===== config.mk =====
export PLATFORM = sky130hd
export DESIGN_NAME = alu_responder
export DESIGN_NICKNAME = d
export VERILOG_FILES = /design/src/rtl/alu_pkg.sv /design/src/rtl/alu_core.sv /design/src/rtl/alu_responder.sv
export SDC_FILE = /design/constraint.sdc
export NUM_CORES = 1
export LEC_CHECK = 0
export ABC_AREA = 1
export BUFFER_PORTS_ARGS = -buffer_cell sky130_fd_sc_hd__buf_2
export CELL_PAD_IN_SITES_DETAIL_PLACEMENT = 2
export CELL_PAD_IN_SITES_GLOBAL_PLACEMENT = 2
export CORE_AREA = 2 2 225 227
export CTS_BUF_LIST = sky130_fd_sc_hd__clkbuf_4 sky130_fd_sc_hd__clkbuf_8
export DETAILED_ROUTE_END_ITERATION = 12
export DIE_AREA = 0 0 227 229
export PLACE_DENSITY_LB_ADDON = 0.05
export SETUP_SLACK_MARGIN = 0.4
export SLEW_MARGIN = 20
export SYNTH_ARGS = -nofsm -noshare
export SYNTH_HDL_FRONTEND = slang
export SYNTH_SLANG_ARGS = --single-unit

===== constraint.sdc =====
create_clock -name clk -period 2.9 [get_ports clk]
set_input_delay 0.58 -clock clk [delete_from_list [all_inputs] [get_ports clk]]
set_output_delay 0.58 -clock clk [all_outputs]
set_load 0.05 [all_outputs]

===== src/rtl/alu_pkg.sv =====
// Shared definitions for the ALU responder: opcodes, response flags, FSM states.
package alu_pkg;

   // Opcode encoding on req_op; 3'b110 and 3'b111 are illegal.
   localparam logic [2:0] OP_AND = 3'b000;
   localparam logic [2:0] OP_OR  = 3'b001;
   localparam logic [2:0] OP_ADD = 3'b010;
   localparam logic [2:0] OP_SUB = 3'b011;
   localparam logic [2:0] OP_SLT = 3'b100;
   localparam logic [2:0] OP_MUL = 3'b101;

   // Status bits stored alongside each result in the response FIFO.
   typedef struct packed {
      logic zero;
      logic carry;
      logic err;
   } rsp_flags_t;

   localparam int unsigned FLAGS_W = $bits(rsp_flags_t);

   // FIFO entry is {y, flags}; width depends on the data width.
   function automatic int unsigned entry_w(input int unsigned width);
      return width + FLAGS_W;
   endfunction

   typedef enum logic {
      IDLE = 1'b0,
      MUL  = 1'b1
   } state_t;

endpackage


===== src/rtl/alu_core.sv =====
// Combinational single-cycle ALU: AND/OR/ADD/SUB/SLT; anything else flags err.
module alu_core
   import alu_pkg::*;
#(
   parameter int unsigned WIDTH = 32
) (
   input  logic [2:0]       i_op,
   input  logic [WIDTH-1:0] i_a,
   input  logic [WIDTH-1:0] i_b,
   output logic [WIDTH-1:0] o_y,
   output logic             o_zero,
   output logic             o_carry,
   output logic             o_err
);

   logic [WIDTH:0] w_sum;
   logic [WIDTH:0] w_diff;
   logic           w_slt;

   assign w_sum  = {1'b0, i_a} + {1'b0, i_b};
   assign w_diff = {1'b0, i_a} - {1'b0, i_b};
   assign w_slt  = $signed(i_a) < $signed(i_b);

   // Decode the opcode; MUL is sequenced by the caller and lands in the error arm here.
   always_comb begin
      o_y     = '0;
      o_carry = 1'b0;
      o_err   = 1'b0;
      case (i_op)
         OP_AND: o_y = i_a & i_b;
         OP_OR:  o_y = i_a | i_b;
         OP_ADD: begin
            o_y     = w_sum[WIDTH-1:0];
            o_carry = w_sum[WIDTH];
         end
         OP_SUB: begin
            o_y     = w_diff[WIDTH-1:0];
            o_carry = ~w_diff[WIDTH];  // no borrow means A >= B unsigned
         end
         OP_SLT: o_y = {{(WIDTH-1){1'b0}}, w_slt};
         default: o_err = 1'b1;
      endcase
   end

   assign o_zero = (o_y == '0);

endmodule


===== src/rtl/alu_responder.sv =====
// Handshaked ALU responder: one-cycle ops via alu_core, 32-step shift-add MUL,
// results queued in a 2-entry response FIFO.
module alu_responder
   import alu_pkg::*;
#(
   parameter int unsigned WIDTH      = 32,
   parameter int unsigned FIFO_DEPTH = 2
) (
   input  logic             clk,
   input  logic             rst_n,
   input  logic             req_valid,
   output logic             req_ready,
   input  logic [2:0]       req_op,
   input  logic [WIDTH-1:0] req_a,
   input  logic [WIDTH-1:0] req_b,
   output logic             rsp_valid,
   input  logic             rsp_ready,
   output logic [WIDTH-1:0] rsp_y,
   output logic             rsp_zero,
   output logic             rsp_carry,
   output logic             rsp_err,
   output logic             busy
);

   localparam int unsigned EW    = entry_w(WIDTH);
   localparam int unsigned CW    = $clog2(WIDTH);
   localparam logic [1:0]  DEPTH = 2'(FIFO_DEPTH);
   localparam logic [CW-1:0] LAST_STEP = CW'(WIDTH - 1);

   state_t            r_state;
   logic [WIDTH-1:0]  r_a_sh;
   logic [WIDTH-1:0]  r_b_sh;
   logic [WIDTH-1:0]  r_acc;
   logic [CW-1:0]     r_cnt;

   logic [EW-1:0]     r_mem [2];
   logic              r_wptr;
   logic              r_rptr;
   logic [1:0]        r_count;

   logic [WIDTH-1:0]  w_core_y;
   logic              w_core_zero;
   logic              w_core_carry;
   logic              w_core_err;
   logic              w_accept;
   logic              w_mul_done;
   logic [WIDTH-1:0]  w_acc_next;
   logic              w_push;
   logic              w_pop;
   logic [EW-1:0]     w_push_data;
   logic [EW-1:0]     w_head;
   rsp_flags_t        w_head_flags;

   alu_core #(
      .WIDTH (WIDTH)
   ) u_core (
      .i_op    (req_op),
      .i_a     (req_a),
      .i_b     (req_b),
      .o_y     (w_core_y),
      .o_zero  (w_core_zero),
      .o_carry (w_core_carry),
      .o_err   (w_core_err)
   );

   assign req_ready  = (r_state == IDLE) && (r_count < DEPTH);
   assign busy       = (r_state == MUL);
   assign w_accept   = req_valid && req_ready;
   assign w_acc_next = r_b_sh[0] ? (r_acc + r_a_sh) : r_acc;
   assign w_mul_done = (r_state == MUL) && (r_cnt == LAST_STEP);
   assign w_pop      = rsp_valid && rsp_ready;

   // Select what enters the FIFO: a single-cycle result or the finished product.
   always_comb begin
      w_push      = 1'b0;
      w_push_data = '0;
      if ((r_state == IDLE) && w_accept && (req_op != OP_MUL)) begin
         w_push      = 1'b1;
         w_push_data = {w_core_y, w_core_zero, w_core_carry, w_core_err};
      end else if (w_mul_done) begin
         w_push      = 1'b1;
         w_push_data = {w_acc_next, (w_acc_next == '0), 1'b0, 1'b0};
      end
   end

   // Control FSM and shift-add multiplier datapath.
   always_ff @(posedge clk or negedge rst_n) begin
      if (!rst_n) begin
         r_state <= IDLE;
         r_a_sh  <= '0;
         r_b_sh  <= '0;
         r_acc   <= '0;
         r_cnt   <= '0;
      end else begin
         case (r_state)
            IDLE: begin
               if (w_accept && (req_op == OP_MUL)) begin
                  r_a_sh  <= req_a;
                  r_b_sh  <= req_b;
                  r_acc   <= '0;
                  r_cnt   <= '0;
                  r_state <= MUL;
               end
            end
            MUL: begin
               r_acc  <= w_acc_next;
               r_a_sh <= r_a_sh << 1;
               r_b_sh <= r_b_sh >> 1;
               r_cnt  <= r_cnt + 1'b1;
               if (w_mul_done) r_state <= IDLE;
            end
            default: r_state <= IDLE;
         endcase
      end
   end

   // Two-entry response FIFO; req_ready guarantees no push while full.
   always_ff @(posedge clk or negedge rst_n) begin
      if (!rst_n) begin
         r_mem[0] <= '0;
         r_mem[1] <= '0;
         r_wptr   <= 1'b0;
         r_rptr   <= 1'b0;
         r_count  <= '0;
      end else begin
         if (w_push) begin
            r_mem[r_wptr] <= w_push_data;
            r_wptr        <= ~r_wptr;
         end
         if (w_pop) r_rptr <= ~r_rptr;
         case ({w_push, w_pop})
            2'b10:   r_count <= r_count + 1'b1;
            2'b01:   r_count <= r_count - 1'b1;
            default: r_count <= r_count;
         endcase
      end
   end

   assign w_head       = r_mem[r_rptr];
   assign w_head_flags = w_head[FLAGS_W-1:0];
   assign rsp_valid    = (r_count != 2'd0);
   assign rsp_y        = w_head[EW-1:FLAGS_W];
   assign rsp_zero     = w_head_flags.zero;
   assign rsp_carry    = w_head_flags.carry;
   assign rsp_err      = w_head_flags.err;

endmodule


==> key figures, run 1 <==
Status
  • Err: [ERROR DPL-0033] detailed placement checks failed during check placement.
  • Failing step: global routing
  • Status: did not finish

Floorplanning
  • Row count: 82
  • IO Pins: 109
  • Die extent in y: 229 um
  • Starting density of the core: 0.3367
  • Die width: 227 um

Logic synthesis
  • Post-Synthesis Cell Area: 16720 um2
  • Netlist cell types: 46
  • Seq cells post-synth: around 180
  • Share of synthesized registers carrying an async set or reset: 1.000
  • Main flop type after synthesis: dfrtp_1
  • Xor/xnor share of the synthesized area: 0.004715
  • Post-synthesis sequential area ratio: 0.2635
  • Avg Cell Area, Syn: 6.083 um2
  • Post-synthesis compound-gate area fraction: 0.1356
  • Post-synthesis adder-cell area fraction: 0.1031
  • Synth Area in Simple Gates: 0.3594
  • Main combinational cell family by area after synthesis: simple AND/OR/NAND/NOR gates
  • Yosys warns: 0
  • EDFF count, synth: 0
  • Syn Nets: a little under 3000
  • Synth Instances: approximately 2700
  • Mux share of post-synthesis cell area: 0

Timing
  • GR repair worst EP: r_mem[2]$_DFFE_PN0P_/D
  • Worst End Pin Type: sequential cell input

Global routing
  • Initial antenna violation count: 4
  • Largest net degree at the start of global routing: 71

Clock tree
  • Clock buffer depth: 2
  • Clk Tree Root Cell: clkbuf_8
  • Total CTS buffers: 17
  • Clk sinks: 176
  • CTS H-Tree Depth: 4

Place
  • Routability-driven placement congestion ratio: around 0.96
  • PortBufs: 108
  • DP Area: ~21000 um2
  • Hpwl dp: roughly 74000 um
## logic make-up after synthesis
| group | after synthesis |
|---|---|
| buffers and inverters | 572 |
| adder cells (fa/ha/maj) | 136 |
| AND/OR/NAND/NOR | 1459 |
| AO/OA/AOI/OAI | 396 |
| XOR/XNOR | 9 |
| flip-flops | 176 |
## what timing repair did
action,in CTS
endpoints found under the setup margin,106
setup buffers,22
resized for setup,191
pin swaps,12
hold buffers,1
endpoints found under the hold margin,7
## synth_stat cells (all sizes together) (3+ instances only)
master	count	area [um2]
a21oi	100	523.0
fa	3	60.06
inv	477	1790
dfrtp	176	4404
xnor2	3	26.28
o22ai	99	619.3
nand2	904	3428
o21bai	11	82.58
nor2	292	1129
nand4	31	193.9
clkinv	5	18.77
ha	133	1664
or2	4	25.03
a31oi	8	50.05
clkbuf	45	171.4
nor3	21	115.1
and2	4	25.02
a221oi	17	148.9
xor2	6	52.55
a22o	3	26.28
buf	45	254.0
nor4	4	40.04
nand3	190	986.0
nand3b	8	60.06
o21ai	149	745.7
## per-stage QoR
| stage | setup slack (ps) | util | std cells |
|---|---|---|---|
| 2_1_floorplan | 406.2 | - | 2748 |
| 3_3_place_gp | -505.5 | 0.4248 | 3868 |
| 3_5_place_dp | -678.3 | 0.4248 | 3868 |
| 4_1_cts | 26.04 | 0.4505 | 3923 |
==> run 2: changes to the inputs <==
==> config.mk (replaced) <==
export PLATFORM = sky130hd
export DESIGN_NAME = alu_responder
export DESIGN_NICKNAME = d
export VERILOG_FILES = /design/src/rtl/alu_pkg.sv /design/src/rtl/alu_core.sv /design/src/rtl/alu_responder.sv
export SDC_FILE = /design/constraint.sdc
export NUM_CORES = 1
export LEC_CHECK = 0
export ABC_AREA = 1
export BUFFER_PORTS_ARGS = -buffer_cell sky130_fd_sc_hd__buf_2
export CORE_AREA = 2 2 293 295
export DETAILED_ROUTE_END_ITERATION = 12
export DIE_AREA = 0 0 295 297
export PLACE_DENSITY_LB_ADDON = 0.15
export SLEW_MARGIN = 20
export SYNTH_ARGS = -nofsm -noshare
export SYNTH_HDL_FRONTEND = slang
export SYNTH_SLANG_ARGS = --single-unit
==> key figures, run 2 <==
Clock tree
  • CTS H-Tree Depth: 4
  • Clk sinks: 176
  • TritonCTS clock tree: yes
  • Clock transition at the registers of the reported paths: 80 ps
  • Total CTS buffers: 17
  • Clock buffer depth: 2
  • Worst skew pair latency: 510 ps
  • Clk Tree Root Cell: clkbuf_16

Global routing
  • Initial antenna violation count: 0
  • Vias in the first global route: 18994
  • Largest net degree at the start of global routing: 66
  • First-pass GRT wire length: roughly 120000 um
  • GRT Residual Overflow: 0
  • Total track usage: 0.1779

Timing
  • Final Hold Viols: 0
  • Clock period minus worst slack: around 2800 ps
  • Slew margin rel.: 0.6368
  • Period utilization: 0.9516
  • F_max: 362.4 MHz
  • Setup Skew: 20.92 ps
  • Setup_tns: 0 ps
  • RSZ-0062 raised after global routing: true
  • Slew @ Worst Pin: 544.8 ps
  • Final setup viols: 0
  • Max Slew Vio Count: 0

Floorplanning
  • Die area: just under 90000 um2
  • Row count: 107
  • Die extent in y: 297 um
  • IO Pins: 109
  • Die width: 295 um
  • Core area: 84480 um2
  • Starting density of the core: 0.1979

Final layout
  • Share of cells above drive strength 1: 0.2337
  • Reg with most FFs: r_mem
  • # fillers: 9560
  • Diode count: 0
  • Most frequent cells in the layout: nand2_1 (877), buf_4 (483), inv_1 (462)
  • Most common library cell in the layout ignoring fill and taps: nand2_1
  • Area Overhead vs Synth: 38.20%
  • Max reg flops: 70
  • Fin nets: 3485
  • Design Area, Final: 23100 um2

Flow run
  • Max-cap viol count: 0

Detailed routing
  • Routed Antenna Nets: 0
  • DRT iter0 DRCs: 1088
  • DRC: 0
  • WL per Instance: 17.35 um
  • Via density: around 4.2
  • Via count: ~19000
  • DR pass1 iterations: 5
  • Post-Route WL: 76940 um

Setup path
  • Critical R2R Launch: r_a_sh[13]
  • Top Family by Delay on Critical Path: simple AND/OR/NAND/NOR gates
  • Worst path depth: 17
  • CP max FO: 3
  • FF-to-FF path depth: 17
  • R2R setup slack: 140 ps
  • Buffer and inverter count on the worst path: 1
  • Critical path class: reg -> reg
  • R2R Path End: r_mem[37]
  • WP data arrival: 3190 ps
  • CP max stage cell: dfrtp_1
  • Crit. Startpoint: r_a_sh[13]
  • Worst EP required: 3340 ps
  • Critical Path Max Stage Delay: 400 ps
  • Worst path cell trace: ha_1 -> nand2_1 -> nor2_1 -> inv_1 -> nor2_2 -> nand4_1 -> nand3_1 -> nand2_1 -> nand3_1 -> nand3_1 -> nor2_1 -> nand3_1 -> nor2_2 -> nand3_2 -> nand2_2 -> nand2_1 -> nand2_1
  • Crit path launch type: flop
  • Crit. End Element: flop

Pwr
  • Worst VDD drop: 0.0004671 V
  • Pwr dens: 906.4 nW/um2
  • Total power: 20940 uW
  • Pint: just over 10000 uW
  • LEAKAGE: 0.01234 uW
  • Flop pwr share: 0.205
  • Net Sw Frac: 0.5191
  • Psw: approximately 11000 uW
  • Comb power frac: 0.673
  • Clock power frac: 0.122

Logic synthesis
  • Main flop type after synthesis: dfrtp_1
  • Main combinational cell family by area after synthesis: simple AND/OR/NAND/NOR gates
  • Top cell type's share of synthesized area: 0.2635
  • Mux share of post-synthesis cell area: 0
  • Netlist cell types: 46
  • Yosys warns: 0
  • Post-synthesis compound-gate area fraction: 0.1356
  • Synth cell count leaders: nand2_1 (890), inv_1 (464), nor2_1 (279), nand3_1 (183), dfrtp_1 (176)
  • EDFF count, synth: 0
  • Main area contributors after synthesis: dfrtp_1 (26%), nand2_1 (20%), inv_1 (10%), ha_1 (10%), nor2_1 (6.3%)
  • Avg Cell Area, Syn: 6.083 um2
  • Xor/xnor share of the synthesized area: 0.004715
  • Synth Instances: 2748
  • Synth Area in Simple Gates: 0.3594
  • Count leader, synth: nand2_1
  • Post-Synthesis Cell Area: 16720 um2
  • Synth area leader: dfrtp_1
  • Syn Nets: 2955
  • Seq cells post-synth: 176
  • Post-synthesis sequential area ratio: 0.2635
  • Post-synthesis adder-cell area fraction: 0.1031
  • Share of synthesized registers carrying an async set or reset: 1.000

Place
  • PortBufs: 108
  • Routability-driven placement congestion ratio: 0.9001
  • Hpwl dp: 64820 um
  • DP Area: 22080 um2

Status
  • Status: complete, no violations

Hold path
  • Hold path depth: 3
  • Worst hold start: rsp_ready
  • Min-Delay Path Class: in -> reg
  • Hold Crit Endpoint: r_rptr
run 2: worst register-to-register path, delay by kind of cell (launching register included):
kind | cells | cell delay, ps
and+or+nand+nor | 15 | 1810
DFF | 1 | 400
adders and majority gates | 1 | 380
buffers and inverters | 1 | 110
run 2: stage by stage:
stage | utilization | worst slack (ps) | std cells | hold WS (ps)
floorplan | - | 257.4 | 2748 | 284.4
global placement | 0.2614 | -560.1 | 4399 | 463.1
CTS | 0.2692 | 1.145 | 4432 | 324.9
global route | 0.2735 | -72.01 | 4435 | 363.5
finish | 0.2735 | 140.3 | 4435 | 357.3
detailed placement | 0.2614 | -553.4 | 4399 | 460.4
run 2: logic make-up after synthesis:
logic type / Yosys count
AND/OR/NAND/NOR: 1459
buffers and inverters: 572
AO/OA/AOI/OAI: 396
flip-flops: 176
adder cells (fa/ha/maj): 136
XOR/XNOR: 9
run 2: cell type report:
| cell class | instances | area, um2 | share of cell area |
|---|---|---|---|
| Multi-Input combinational cell | 2000 | 10470 | 0.4533 |
| Sequential cell | 176 | 4408 | 0.1908 |
| Timing Repair Buffer | 601 | 4365 | 0.1890 |
| Inverter | 482 | 1809 | 0.07831 |
| Tap cell | 1144 | 1431 | 0.06195 |
| Clock buffer | 17 | 425.4 | 0.01841 |
| Clock inverter | 15 | 190.2 | 0.008232 |
run 2: how the worst max path moves through the flow:
stage / end
final: r_mem[37]
after global routing: r_mem[37]
after CTS: r_mem[67]
after detailed placement: r_mem[37]
after global placement: r_mem[37]
after floorplan: r_mem[37]
run 2: repair_timing:
| item | 4_1_cts | 5_1_grt |
|---|---|---|
| setup endpoints to repair | 12 | 28 |
| pin swaps | 0 | 12 |
| hold buffers | 1 | 0 |
| hold endpoints to repair | 8 | 0 |
| resized for setup | 7 | 79 |
| buffers inserted | 0 | 3 |
run 2: routing by layer:
| metal | vias to the layer above | GRT usage | wire, um |
|---|---|---|---|
| li1 | 9730 | - | - |
| met1 | 8547 | 0.2261 | 35090 |
| met2 | 251 | 0.3098 | 37430 |
| met3 | 69 | 0.02062 | 2027 |
| met4 | 0 | 0.05952 | 2392 |
| met5 | - | 0 | 0 |
run 2: power groups by stage:
stage                     clock network, uW  registers, uW  logic, uW
after detailed placement                  0           4260      13500
final                                  2550           4300      14100
after global placement                    0           4240      13600
after CTS                              2640           4220      13600
after global routing                   2700           4430      15800
after floorplan                           0           3960       8090
No activity file was read; power rests on OpenSTA's default activity.
